`config.mk`:
```
export PLATFORM = sky130hd
export DESIGN_NAME = bank_xbar_rr
export DESIGN_NICKNAME = d
export VERILOG_FILES = /design/src/rtl/bank_xbar_pkg.sv /design/src/rtl/rr_arbiter.sv /design/src/rtl/bank_xbar_rr.sv
export SDC_FILE = /design/constraint.sdc
export NUM_CORES = 1
export LEC_CHECK = 0
export CORE_AREA = 2 2 153 155
export CTS_BUF_LIST = sky130_fd_sc_hd__clkbuf_8
export DETAILED_ROUTE_END_ITERATION = 16
export DIE_AREA = 0 0 155 157
export PLACE_DENSITY = 0.76
export SYNTH_ARGS = -nofsm -noshare
export SYNTH_HDL_FRONTEND = slang
export SYNTH_SLANG_ARGS = --single-unit
```
`constraint.sdc`:
```
create_clock -name clk -period 3.6 [get_ports clk]
set_input_delay 0.72 -clock clk [delete_from_list [all_inputs] [get_ports clk]]
set_output_delay 0.72 -clock clk [all_outputs]
set_load 0.1 [all_outputs]
```
`src/rtl/bank_xbar_pkg.sv`:
```
// bank_xbar_pkg: shared sizing defaults and helpers
// for the banked scratchpad read crossbar.
package bank_xbar_pkg;

  localparam int NPORT_DEF = 4;
  localparam int ADDRW_DEF = 16;
  localparam int WL_DEF    = 32;

  function automatic int clog2(input int n);
    int r;
    r = 0;
    while ((1 << r) < n) r++;
    return r;
  endfunction

  function automatic logic [31:0] bsel_of(
    input logic [31:0] a,
    input int          w
  );
    return a & ((32'd1 << w) - 32'd1);
  endfunction

  localparam int BSELW_DEF = clog2(NPORT_DEF);

endpackage

```
`src/rtl/rr_arbiter.sv`:
```
// rr_arbiter: one-hot round-robin grant, searching
// upward from ptr; ptr moves past the winner on accept.
module rr_arbiter
  import bank_xbar_pkg::*;
#(
  parameter  int N  = NPORT_DEF,
  localparam int PW = clog2(N)
) (
  input  logic         clk,
  input  logic         rst_n,
  input  logic         en,
  input  logic [N-1:0] req,
  output logic [N-1:0] gnt
);

  logic [PW-1:0] ptr;
  logic [PW-1:0] win;
  logic [PW-1:0] idx;
  logic          any;

  always_comb begin
    gnt = '0;
    any = 1'b0;
    win = '0;
    idx = '0;
    for (int i = 0; i < N; i++) begin
      idx = ptr + PW'(i);
      if (!any && req[idx]) begin
        any = 1'b1;
        win = idx;
      end
    end
    if (any) gnt[win] = 1'b1;
  end

  always_ff @(posedge clk or negedge rst_n) begin
    if (!rst_n) begin
      ptr <= '0;
    end else if (en && any) begin
      ptr <= win + PW'(1);
    end
  end

endmodule

```
`src/rtl/bank_xbar_rr.sv`:
```
// bank_xbar_rr: N-port to N-bank read crossbar with
// per-bank round-robin and per-port return pipelines.
module bank_xbar_rr
  import bank_xbar_pkg::*;
#(
  parameter  int NPORT  = NPORT_DEF,
  parameter  int ADDRW  = ADDRW_DEF,
  parameter  int WL     = WL_DEF,
  parameter  int RD_LAT = 1,
  localparam int BSELW  = clog2(NPORT),
  localparam int WAW    = ADDRW - BSELW
) (
  input  logic                   clk,
  input  logic                   rst_n,
  input  logic                   ena,
  input  logic [NPORT-1:0]       req,
  input  logic [NPORT*ADDRW-1:0] address,
  output logic [NPORT-1:0]       ready,
  output logic [NPORT*WL-1:0]    rdata,
  output logic [NPORT-1:0]       rvalid,
  output logic [NPORT-1:0]       bank_en,
  output logic [NPORT*WAW-1:0]   bank_addr,
  input  logic [NPORT*WL-1:0]    bank_q
);

  logic             act;
  logic [BSELW-1:0] bsel  [NPORT];
  logic [WAW-1:0]   waddr [NPORT];
  logic [NPORT-1:0] breq  [NPORT];
  logic [NPORT-1:0] gnt   [NPORT];

  // Grants are suppressed while frozen or held in reset
  assign act = ena & rst_n;

  for (genvar p = 0; p < NPORT; p++) begin : g_dec
    assign bsel[p] = BSELW'(bsel_of(
      32'(address[p*ADDRW +: ADDRW]), BSELW));
    assign waddr[p] = address[p*ADDRW+BSELW +: WAW];
  end

  always_comb begin
    for (int b = 0; b < NPORT; b++) begin
      breq[b] = '0;
      for (int p = 0; p < NPORT; p++) begin
        breq[b][p] = req[p] && (bsel[p] == BSELW'(b));
      end
    end
  end

  for (genvar b = 0; b < NPORT; b++) begin : g_arb
    rr_arbiter #(.N(NPORT)) u_arb (
      .clk   (clk),
      .rst_n (rst_n),
      .en    (act),
      .req   (breq[b]),
      .gnt   (gnt[b])
    );
  end

  always_comb begin
    ready     = '0;
    bank_en   = '0;
    bank_addr = '0;
    for (int b = 0; b < NPORT; b++) begin
      bank_en[b] = act && (|gnt[b]);
      for (int p = 0; p < NPORT; p++) begin
        if (act && gnt[b][p]) begin
          ready[p] = 1'b1;
          bank_addr[b*WAW +: WAW] = waddr[p];
        end
      end
    end
  end

  for (genvar p = 0; p < NPORT; p++) begin : g_ret
    logic [RD_LAT-1:0] vld;
    logic [BSELW-1:0]  bs [RD_LAT];

    always_ff @(posedge clk or negedge rst_n) begin
      if (!rst_n) begin
        vld <= '0;
        for (int i = 0; i < RD_LAT; i++) bs[i] <= '0;
      end else if (ena) begin
        vld[0] <= ready[p];
        bs[0]  <= bsel[p];
        for (int i = 1; i < RD_LAT; i++) begin
          vld[i] <= vld[i-1];
          bs[i]  <= bs[i-1];
        end
      end
    end

    assign rvalid[p] = vld[RD_LAT-1];
    assign rdata[p*WL +: WL] = vld[RD_LAT-1]
      ? bank_q[bs[RD_LAT-1]*WL +: WL] : '0;
  end

endmodule
```
* Yosys cells after proc, flatten, opt, wreduce, memory -nomap -nowiden
Index checks and enable logic that the tools add are counted.
** Cells by class
- Add/subtract/negate cells :: 16
- Multipliers :: 0
- Divide/modulo/power cells :: 0
- Magnitude comparators :: 24
- Equal/unequal tests :: 12
- Shifts and indexed selects :: 4
- Muxes and demuxes :: 112
- Bitwise operators :: 1
- Reductions and logical operators :: 76
** Operators by type and width (number)
- $shiftx A128 B8 Y32 :: 4
- $mux W14 :: 16
- $mux W32 :: 4
- $lt A2 B3 Y1 const B :: 20
- $logic_and A1 B1 Y1 :: 56
- $mux W1 :: 52
- $bmux W1 S2 :: 16
- $mux W2 :: 16
- $add A2 B1 Y2 const B :: 8
- $add A2 B2 Y2 const B :: 8
- $eq A2 B2 Y1 const B :: 8
- $mux W4 :: 4
- $reduce_or A4 Y1 :: 4
- $logic_not A1 Y1 :: 12
- $demux W1 S2 :: 4
- $eq A2 B1 Y1 const B :: 4
- $ge A2 B1 Y1 const B :: 4
- $logic_not A2 Y1 :: 4
- $and A1 B1 Y1 :: 1
** Storage, ports and cells
- Register bits after elaboration :: 20
- Bits in latches :: 0
- Bits in writable memories :: 0
- Memory bits (read-only) :: 0
- Input bits :: 199
- Output and inout bits :: 196
- Logic and storage cells :: 257
- Memories kept :: 0

* Depth between registers and ports, before layout
Gate-level depths: netlist of run 1.
- Depth in word-level cells :: 24
- Depth in mapped cells :: 12
- Gate-level depth less buffers :: 9

* Cells and area by module
Synthesis of run 1 repeated with hierarchy kept, for this count alone.
** Unflattened totals
- Cell total of the unflattened synthesis :: 779
- Area, all modules :: 7980.2 µm²
** Modules (own cells, without submodules)
- bank_xbar_rr :: times used 1, cells each 679, area an instance 6864.1 µm², seq. area each 300.3 µm²
- rr_arbiter :: times used 4, cells each 25, area an instance 279.0 µm², seq. area each 50.0 µm²

* Worst setup path after synthesis of run 1
Ideal clock, no wire load.
- Kind :: input to output
- Start point :: input address[1]
- End point :: output bank_addr[46]
- Arrival time :: 4.064 ns
- Data required time :: 2.880 ns
- Setup slack :: -1.184 ns
- Cell stages on the path :: 12
- Buffers on the path :: 3
- Path through :: buf_2 > nand4_1 > a21oi_1 > or2_2 > a21o_1 > ha_1 > buf_2 > nor2b_1 > buf_4 > a221oi_1 > a211o_1 > a21oi_1
** Between the ends
- Word-level cells in the longest chain between the ends :: 24
- Elaborated cells between the ends (all ways) :: 38
- Classes of those cells :: order compare (2); eq/ne (1); mux (23); reduce/logical (12)
** RTL lines
- start, declared :: RTL line bank_xbar_rr.sv:17 : input logic [NPORT*ADDRW-1:0] address,
- $eq A2 B2 Y1 (*) :: RTL line bank_xbar_rr.sv:45 : breq[b][p] = req[p] && (bsel[p] == BSELW'(b));
- $logic_and A1 B1 Y1 (*) :: RTL line bank_xbar_rr.sv:45
- $bmux W1 S2 :: RTL line rr_arbiter.sv:28 : if (!any && req[idx]) begin
- $mux W1 (not written as such) :: RTL line rr_arbiter.sv:28
- $mux W1 :: RTL line rr_arbiter.sv:28
- $logic_not A1 Y1 :: RTL line rr_arbiter.sv:28
- $logic_and A1 B1 Y1 :: RTL line rr_arbiter.sv:28
- $mux W1 :: RTL line rr_arbiter.sv:28
- (+6 left out)
- $lt A2 B3 Y1 (not written as such) or $ge A2 B1 Y1 (tied branches) :: RTL line rr_arbiter.sv:33 : if (any) gnt[win] = 1'b1;
- $logic_and A1 B1 Y1 (not written as such) :: RTL line rr_arbiter.sv:33
- $mux W1 (not written as such) :: RTL line rr_arbiter.sv:33
- $demux W1 S2
- $mux W4 (*) :: RTL line rr_arbiter.sv:33
- $logic_and A1 B1 Y1 :: RTL line bank_xbar_rr.sv:67 : if (act && gnt[b][p]) begin
- $mux W14 (3 in series) :: RTL line bank_xbar_rr.sv:67
- $mux W14 (*) :: RTL line bank_xbar_rr.sv:67
- end, declared :: RTL line bank_xbar_rr.sv:22 : output logic [NPORT*WAW-1:0] bank_addr,
Mark *: on every way between the ends. The rest lies on a longest branch, timed or not. The select of a mux whose other input is x is not followed.

* Final worst setup path of run 1
- Start point :: input address[0]
- End point :: output bank_addr[12]
** Between the ends
- Word-level cells in the longest chain between the ends :: 24
- Elaborated cells between the ends (all ways) :: 38
- Classes of those cells :: order compare (2); mux (23); reduce/logical (13)
** RTL lines (RTL line)
- $logic_not A2 Y1 (*) :: bank_xbar_rr.sv:45
- $logic_and A1 B1 Y1 (*) :: bank_xbar_rr.sv:45
- $bmux W1 S2 :: rr_arbiter.sv:28
- $mux W1 (not written as such) :: rr_arbiter.sv:28
- $mux W1 :: rr_arbiter.sv:28
- $logic_not A1 Y1 :: rr_arbiter.sv:28
- $logic_and A1 B1 Y1 :: rr_arbiter.sv:28
- $mux W1 :: rr_arbiter.sv:28
- (+6 left out)
- $lt A2 B3 Y1 (not written as such) or $ge A2 B1 Y1 (tied branches) :: rr_arbiter.sv:33
- $logic_and A1 B1 Y1 (not written as such) :: rr_arbiter.sv:33
- $mux W1 (not written as such) :: rr_arbiter.sv:33
- $demux W1 S2
- $mux W4 (*) :: rr_arbiter.sv:33
- $logic_and A1 B1 Y1 :: bank_xbar_rr.sv:67
- $mux W14 (3 in series) :: bank_xbar_rr.sv:67
- $mux W14 (*) :: bank_xbar_rr.sv:67
Marks and branches as above.

==> impl_metrics.env, run 1 <==
export IMPL_syn_area_um2=7460
export IMPL_end_kind="output pin"
export IMPL_drt_iter0_drc=495
export IMPL_peakVddDrop_mv=0.1849
export IMPL_clk_path_buf_depth=2
export IMPL_hold_viol_final=0
export IMPL_grt_max_degree=34
export IMPL_drv_slew=0
export IMPL_crit_required_ps=2880
export IMPL_rsz0062_at_grt="yes"
export IMPL_ant_nets=0
export IMPL_path_clk_slew_ps=80
export IMPL_htreeDepth=1
export IMPL_syn_nets=1003
export IMPL_violations="setup timing"
export IMPL_synth_edf_count=0
export IMPL_finClkSkew_ps=7.266
export IMPL_dieArea_um2=24340
export IMPL_ys_flop_type="dfrtp_1"
export IMPL_postPlaceCellArea_um2=14890
export IMPL_fin_ws_ps=-197.2
export IMPL_yosysSeqAreaShare_pct=6.709
export IMPL_dr_pass1_iters=5
export IMPL_tightestPinTransition_ps=657.3
export IMPL_fp_dieW_um=155
export IMPL_clk_insertion_delay_late_ps=270
export IMPL_maxCapViolCount=0
export IMPL_synthArstFlopShare_pct=100.0
export IMPL_period_share_pct=105.5
export IMPL_p_int_mw=2.312
export IMPL_slew_headroom_pct=56.18
export IMPL_seqPwrFrac_pct=7.0
export IMPL_critical_path_class="input pin to output pin"
export IMPL_synth_top_area_share_pct=38.64
export IMPL_p_sw_share_pct=54.68
export IMPL_hpwl_mm=28.89
export IMPL_outcome="finished with violations"
export IMPL_final_cell_area_um2=15980
export IMPL_synth_area_leaders="mux4_2 39%, and2_1 11%, dfrtp_1 6.7%, a211o_1 6.6%, a221oi_1 5.0%"
export IMPL_wl_per_cell_um=26.69
export IMPL_dp_cells=1459
export IMPL_syn_avg_cell_area_um2=9.467
export IMPL_io_buffers=394
export IMPL_start_util_pct=33.15
export IMPL_cts_tree="built"
export IMPL_grt_overflow_total=0
export IMPL_via_count=9424
export IMPL_dr_wl_met3_mm=4.238
export IMPL_arrival_ps=3080
export IMPL_postSynthCellCount=788
export IMPL_synth_common_cells="130 x and2_1, 128 x mux4_2, 71 x nand2_1, 56 x a211o_1, 55 x clkbuf_1"
export IMPL_grt_pass1_vias=9557
export IMPL_rows=55
export IMPL_min_period_ps=3797
export IMPL_power_density_nw_per_um2=319.3
export IMPL_grt_use_total_pct=30.77
export IMPL_route_detailed_drc=0
export IMPL_cts_buffers=3
export IMPL_io_pins=395
export IMPL_wirelength_mm=40.40
export IMPL_synth_seq_cells=20
export IMPL_ys_types=51
export IMPL_cellLeakagePower_nw=6.019
export IMPL_n_fill_cell=1458
export IMPL_p_sw_mw=2.790
export IMPL_pwr_share_clk_pct=3.7
export IMPL_yosys_warnings=0
export IMPL_drive_above_1_share_pct=52.04
export IMPL_power_mw=5.102
export IMPL_yosysTopAreaCell="mux4_2"
export IMPL_share_comb_of_total_power_pct=89.3
export IMPL_path_max_fanout=7
export IMPL_fin_cells=1514
export IMPL_met1Wirelength_mm=13.54
export IMPL_clock_sinks=20
export IMPL_dr_max_layer_used="met5"
export IMPL_hold_class="flip-flop to flip-flop"
export IMPL_fin_nets=1444
export IMPL_core_um2=22500
export IMPL_synth_most_common_cell="and2_1"
export IMPL_setup_viol=50
export IMPL_start_kind="input pin"
export IMPL_antenna_found_initial=1
export IMPL_chipHeight_um=157
export IMPL_place_congestion=0.9033
export IMPL_route_met2_wl_mm=20.06
export IMPL_vias_per_cell=6.225
export IMPL_root_buffer="clkbuf_8"
export IMPL_areaGrowthSynthToFinish_pct=114.2
export IMPL_fmax_mhz=263.4
export IMPL_grt_pass1_wl_mm=57.90
-- path summary, 6_finish.rpt --
check	start	to	slack, ps	depth (start not counted)
worst max-delay path	address[0]	bank_addr[12]	-200	13
worst min-delay path	g_ret[2].vld$_DFFE_PN0P_	g_ret[2].vld$_DFFE_PN0P_	520	2
worst max register to register	g_arb[3].u_arb.ptr[1]$_DFFE_PN0P_	g_ret[3].vld$_DFFE_PN0P_	1190	11
worst min register to register	g_ret[2].vld$_DFFE_PN0P_	g_ret[2].vld$_DFFE_PN0P_	520	2
max in group asynchronous	rst_n	g_ret[1].bs[0]$_DFFE_PN0P_	2520	2
min in group asynchronous	rst_n	g_arb[2].u_arb.ptr[0]$_DFFE_PN0P_	820	2
-- flip-flops by register name, indices dropped and copies added (netlist names) --
| name | count |
|---|---|
| g_arb.u_arb.ptr | 8 |
| g_ret.bs | 8 |
| g_ret.vld | 4 |
-- power by group through the flow --
stage	clock, mW	sequential [mW]	combinational, mW
after floorplan	0	0.304	2.71
after global placement	0	0.352	4.14
after detailed placement	0	0.357	4.19
after CTS	0.179	0.355	4.37
after global routing	0.194	0.369	4.70
final	0.186	0.359	4.56
-- through the flow --
stage	hold WS, ps	TNS, ps	util, %	setup WS [ps]
after floorplan	424.4	-2194	-	-125.3
after global placement	485.6	-28640	66.16	-630.2
final	518.4	-4562	71.01	-197.2
after CTS	517.2	-1807	68.81	-121.4
after global routing	568.1	-8522	71.00	-260.3
after detailed placement	496.0	-30360	66.16	-666.2
-- area by class of cell --
cell class / count / area [um^2] / share of cell area (%)
tap: 285 / 356.6 / 2.231
inverter: 25 / 100.1 / 0.6264
clock buffer: 4 / 55.05 / 0.3445
timing repair buffer: 530 / 7397 / 46.29
sequential: 20 / 505.5 / 3.163
multi-input combinational: 649 / 7564 / 47.33
antenna: 1 / 2.502 / 0.01566
-- critical path, stage by stage --
cell	delay [ps]
buf_8	110
buf_4	130
nor4bb_4	330
o21a_1	160
o21a_1	210
a21o_1	200
ha_4	230
buf_12	120
clkbuf_16	140
a221oi_1	80
a211o_1	280
a21oi_4	160
buf_12	190
-- what timing repair did --
| action | 4_1_cts | 5_1_grt |
|---|---|---|
| endpoints found under the hold margin | 0 | 0 |
| cloned | 4 | 3 |
| endpoints found under the setup margin | 60 | 57 |
| setup buffers | 27 | 18 |
| pin swaps | 42 | 67 |
| resized for setup | 103 | 67 |
| hold buffers | 0 | 0 |
-- metal layers --
metal	track usage, %	up-vias
met3	8.700	143
met2	54.18	622
met1	34.20	4644
met4	15.17	2
met5	0	-
li1	-	4013
-- cells by family (layout without fill, tap and decap cells) --
| family | count (synthesis) | after routing | share of synthesized area [%] |
|---|---|---|---|
| and+or+nand+nor | 280 | 280 | 22.02 |
| AOI/OAI and AO/OA | 217 | 217 | 21.87 |
| muxes | 136 | 136 | 39.85 |
| buffers and inverters | 119 | 559 | 6.860 |
| DFF | 20 | 20 | 6.709 |
| adders and majority gates | 16 | 16 | 2.684 |
| other | 0 | 1 | 0 |
-- placed cells by master (no fill, tap or decap), drive strengths merged, types with 5 or more instances in the layout --
| cell type | instances |
|---|---|
| mux2 | 8 |
| a22oi | 8 |
| a211o | 56 |
| dfrtp | 20 |
| nor2b | 17 |
| a221oi | 43 |
| o21a | 5 |
| a211oi | 16 |
| nand2 | 71 |
| nand3 | 9 |
| a21o | 6 |
| clkbuf | 7 |
| inv | 24 |
| nand2b | 5 |
| and2 | 130 |
| nand3b | 8 |
| and3b | 14 |
| clkdlybuf4s50 | 186 |
| buf | 338 |
| ha | 16 |
| o21ai | 12 |
| a21oi | 63 |
| mux4 | 128 |
Note: power is estimated with default switching activity, not from simulation.
==> inputs of run 2 (changes only) <==
==> constraint.sdc (replaced) <==
create_clock -name clk -period 3.6 [get_ports clk]
set_input_delay 0.36 -clock clk [delete_from_list [all_inputs] [get_ports clk]]
set_output_delay 0.36 -clock clk [all_outputs]
set_load 0.1 [all_outputs]
==> run 2 against run 1 <==
The flow now finishes without violations. Global-route usage shrank 3.0 points. Clock skew shrank 6.1 ps. Clock power grew 27%. Maximum frequency grew 9.7%. Critical path depth shrank 1. Clock-buffer cell count shrank 1. Wire length shrank 13%.
==> impl_metrics.env, run 2 (synthesized netlist as in run 1, its figures left out) <==
export IMPL_outcome="finished, final reports clean"
export IMPL_drive_above_1_share_pct=40.44
export IMPL_chipHeight_um=157
export IMPL_grt_overflow_total=0
export IMPL_route_detailed_drc=0
export IMPL_fp_dieW_um=155
export IMPL_rows=55
export IMPL_critical_path_class="input pin to output pin"
export IMPL_antenna_found_initial=4
export IMPL_fin_cells=1428
export IMPL_peakVddDrop_mv=0.1608
export IMPL_ant_nets=0
export IMPL_r2r_start="g_arb[0].u_arb.ptr[1]$_DFFE_PN0P_"
export IMPL_power_mw=4.191
export IMPL_clk_path_buf_depth=2
export IMPL_setup_viol=0
export IMPL_multi_input_area_um2=6648
export IMPL_finClkSkew_ps=1.176
export IMPL_period_share_pct=96.11
export IMPL_grt_pass1_vias=8698
export IMPL_path_max_fanout=29
export IMPL_fmax_mhz=289.0
export IMPL_vias_per_cell=6.129
export IMPL_min_period_ps=3460
export IMPL_fin_nets=1356
export IMPL_htreeDepth=1
export IMPL_hold_buffers=0
export IMPL_dr_pass1_iters=7
export IMPL_place_congestion=0.9692
export IMPL_areaGrowthSynthToFinish_pct=67.46
export IMPL_grt_use_total_pct=27.74
export IMPL_cellLeakagePower_nw=4.936
export IMPL_via_count=8752
export IMPL_final_util_pct=55.51
export IMPL_grt_max_degree=35
export IMPL_rsz0062_at_grt="no"
export IMPL_hold_viol_final=0
export IMPL_core_um2=22500
export IMPL_power_density_nw_per_um2=335.5
export IMPL_clock_sinks=20
export IMPL_maxCapViolCount=0
export IMPL_start_kind="input pin"
export IMPL_hpwl_mm=26.95
export IMPL_end_kind="output pin"
export IMPL_io_buffers=394
export IMPL_top_regs="g_arb.u_arb.ptr x8, g_ret.bs x8, g_ret.vld x4"
export IMPL_crit_start="req[2]"
export IMPL_n_fill_cell=1955
export IMPL_clk_insertion_delay_late_ps=270
export IMPL_grt_pass1_wl_mm=52.22
export IMPL_mostFrequentLayoutCells="192 x clkdlybuf4s50_1, 165 x buf_4, 130 x and2_1, 128 x mux4_2, 78 x buf_12"
export IMPL_drt_iter0_drc=816
export IMPL_start_util_pct=33.15
export IMPL_tightestPinTransition_ps=803.5
export IMPL_slew_headroom_pct=46.43
export IMPL_finalSetupTns_ps=0
export IMPL_hold_class="input pin to asynchronous set/reset pin"
export IMPL_wl_per_cell_um=24.68
export IMPL_cts_tree="built"
export IMPL_cts_buffers=3
export IMPL_regArea_um2=505.5
export IMPL_io_pins=395
export IMPL_dieArea_um2=24340
export IMPL_crit_required_ps=3240
export IMPL_arrival_ps=3100
export IMPL_wirelength_mm=35.25
export IMPL_drv_slew=0
export IMPL_dp_cells=1418
export IMPL_final_common_cell="clkdlybuf4s50_1"
export IMPL_root_buffer="clkbuf_8"
export IMPL_path_clk_slew_ps=80
-- run 2: cell count changes in the layout (fill, tap and decap cells not counted), moves of 9 or more --
cell / before / now
a21oi_4: 56 / 0
nor2b_1: 6 / 15
ha_1: 5 / 16
a221oi_2: 32 / 0
buf_12: 220 / 78
a221oi_1: 10 / 43
buf_6: 13 / 1
a21oi_2: 2 / 56
buf_4: 98 / 165
-- run 2: path summary, 6_finish.rpt --
| check | end | slack (ps) | cells past startpoint |
|---|---|---|---|
| worst min register to register | g_ret[3].vld$_DFFE_PN0P_ | 510 | 2 |
| worst max-delay path | bank_addr[13] | 140 | 12 |
| worst max register to register | g_ret[0].vld$_DFFE_PN0P_ | 1470 | 8 |
| max in group asynchronous | g_ret[3].bs[0]$_DFFE_PN0P_ | 2860 | 2 |
| min in group clk | g_ret[2].bs[0]$_DFFE_PN0P_ | 500 | 2 |
| worst min-delay path | g_ret[3].vld$_DFFE_PN0P_ | 490 | 2 |
-- run 2: metal layers --
layer  GRT usage [%]  wire (um)
met4           11.07       1572
met3           8.150       3907
met1           32.75      12320
met5               0         33
met2           47.53      17420
-- run 2: area by class of cell --
type | instances | share of cell area, %
Timing Repair Buffer | 442 | 38.49
Inverter | 25 | 0.7612
Tap cell | 285 | 2.855
Sequential cell | 20 | 4.046
Clock inverter | 1 | 0.2404
Multi-Input combinational cell | 649 | 53.22
Clock buffer | 3 | 0.3305
Antenna cell | 3 | 0.06010
-- run 2: critical path: stages --
cell and delay [ps]:
clkdlybuf4s50_1 510, or3b_4 410, or3_1 370, nand3_2 100, inv_1 60, ha_1 210
buf_12 170, nor2b_1 120, a221oi_1 80, a211o_1 290, a21oi_2 200, buf_12 200
-- run 2: where the power goes --
group	switching [mW]	internal [mW]	leakage (nW)
Sequential	0.109	0.267	0.241
Combinational	2.26	1.32	4.66
Clock	0.0888	0.149	0.0357
Total	2.46	1.73	4.94
-- run 2: timing repair --
item	4_1_cts	5_1_grt
gates resized for setup	1	12
setup endpoints to repair	14	55
gates cloned	0	0
setup buffers	0	3
hold endpoints to repair	0	0
pin swaps	0	1
-- run 2: metrics by stage --
step | area [um^2] | hold WS (ps) | setup slack, ps
floorplan | 7632 | 64.41 | 146.5
global placement | 12340 | 490.6 | 25.00
global route | 12490 | 491.1 | 27.90
CTS | 12420 | 475.8 | 34.72
finish | 12490 | 491.1 | 140.1
detailed placement | 12340 | 490.8 | -44.63
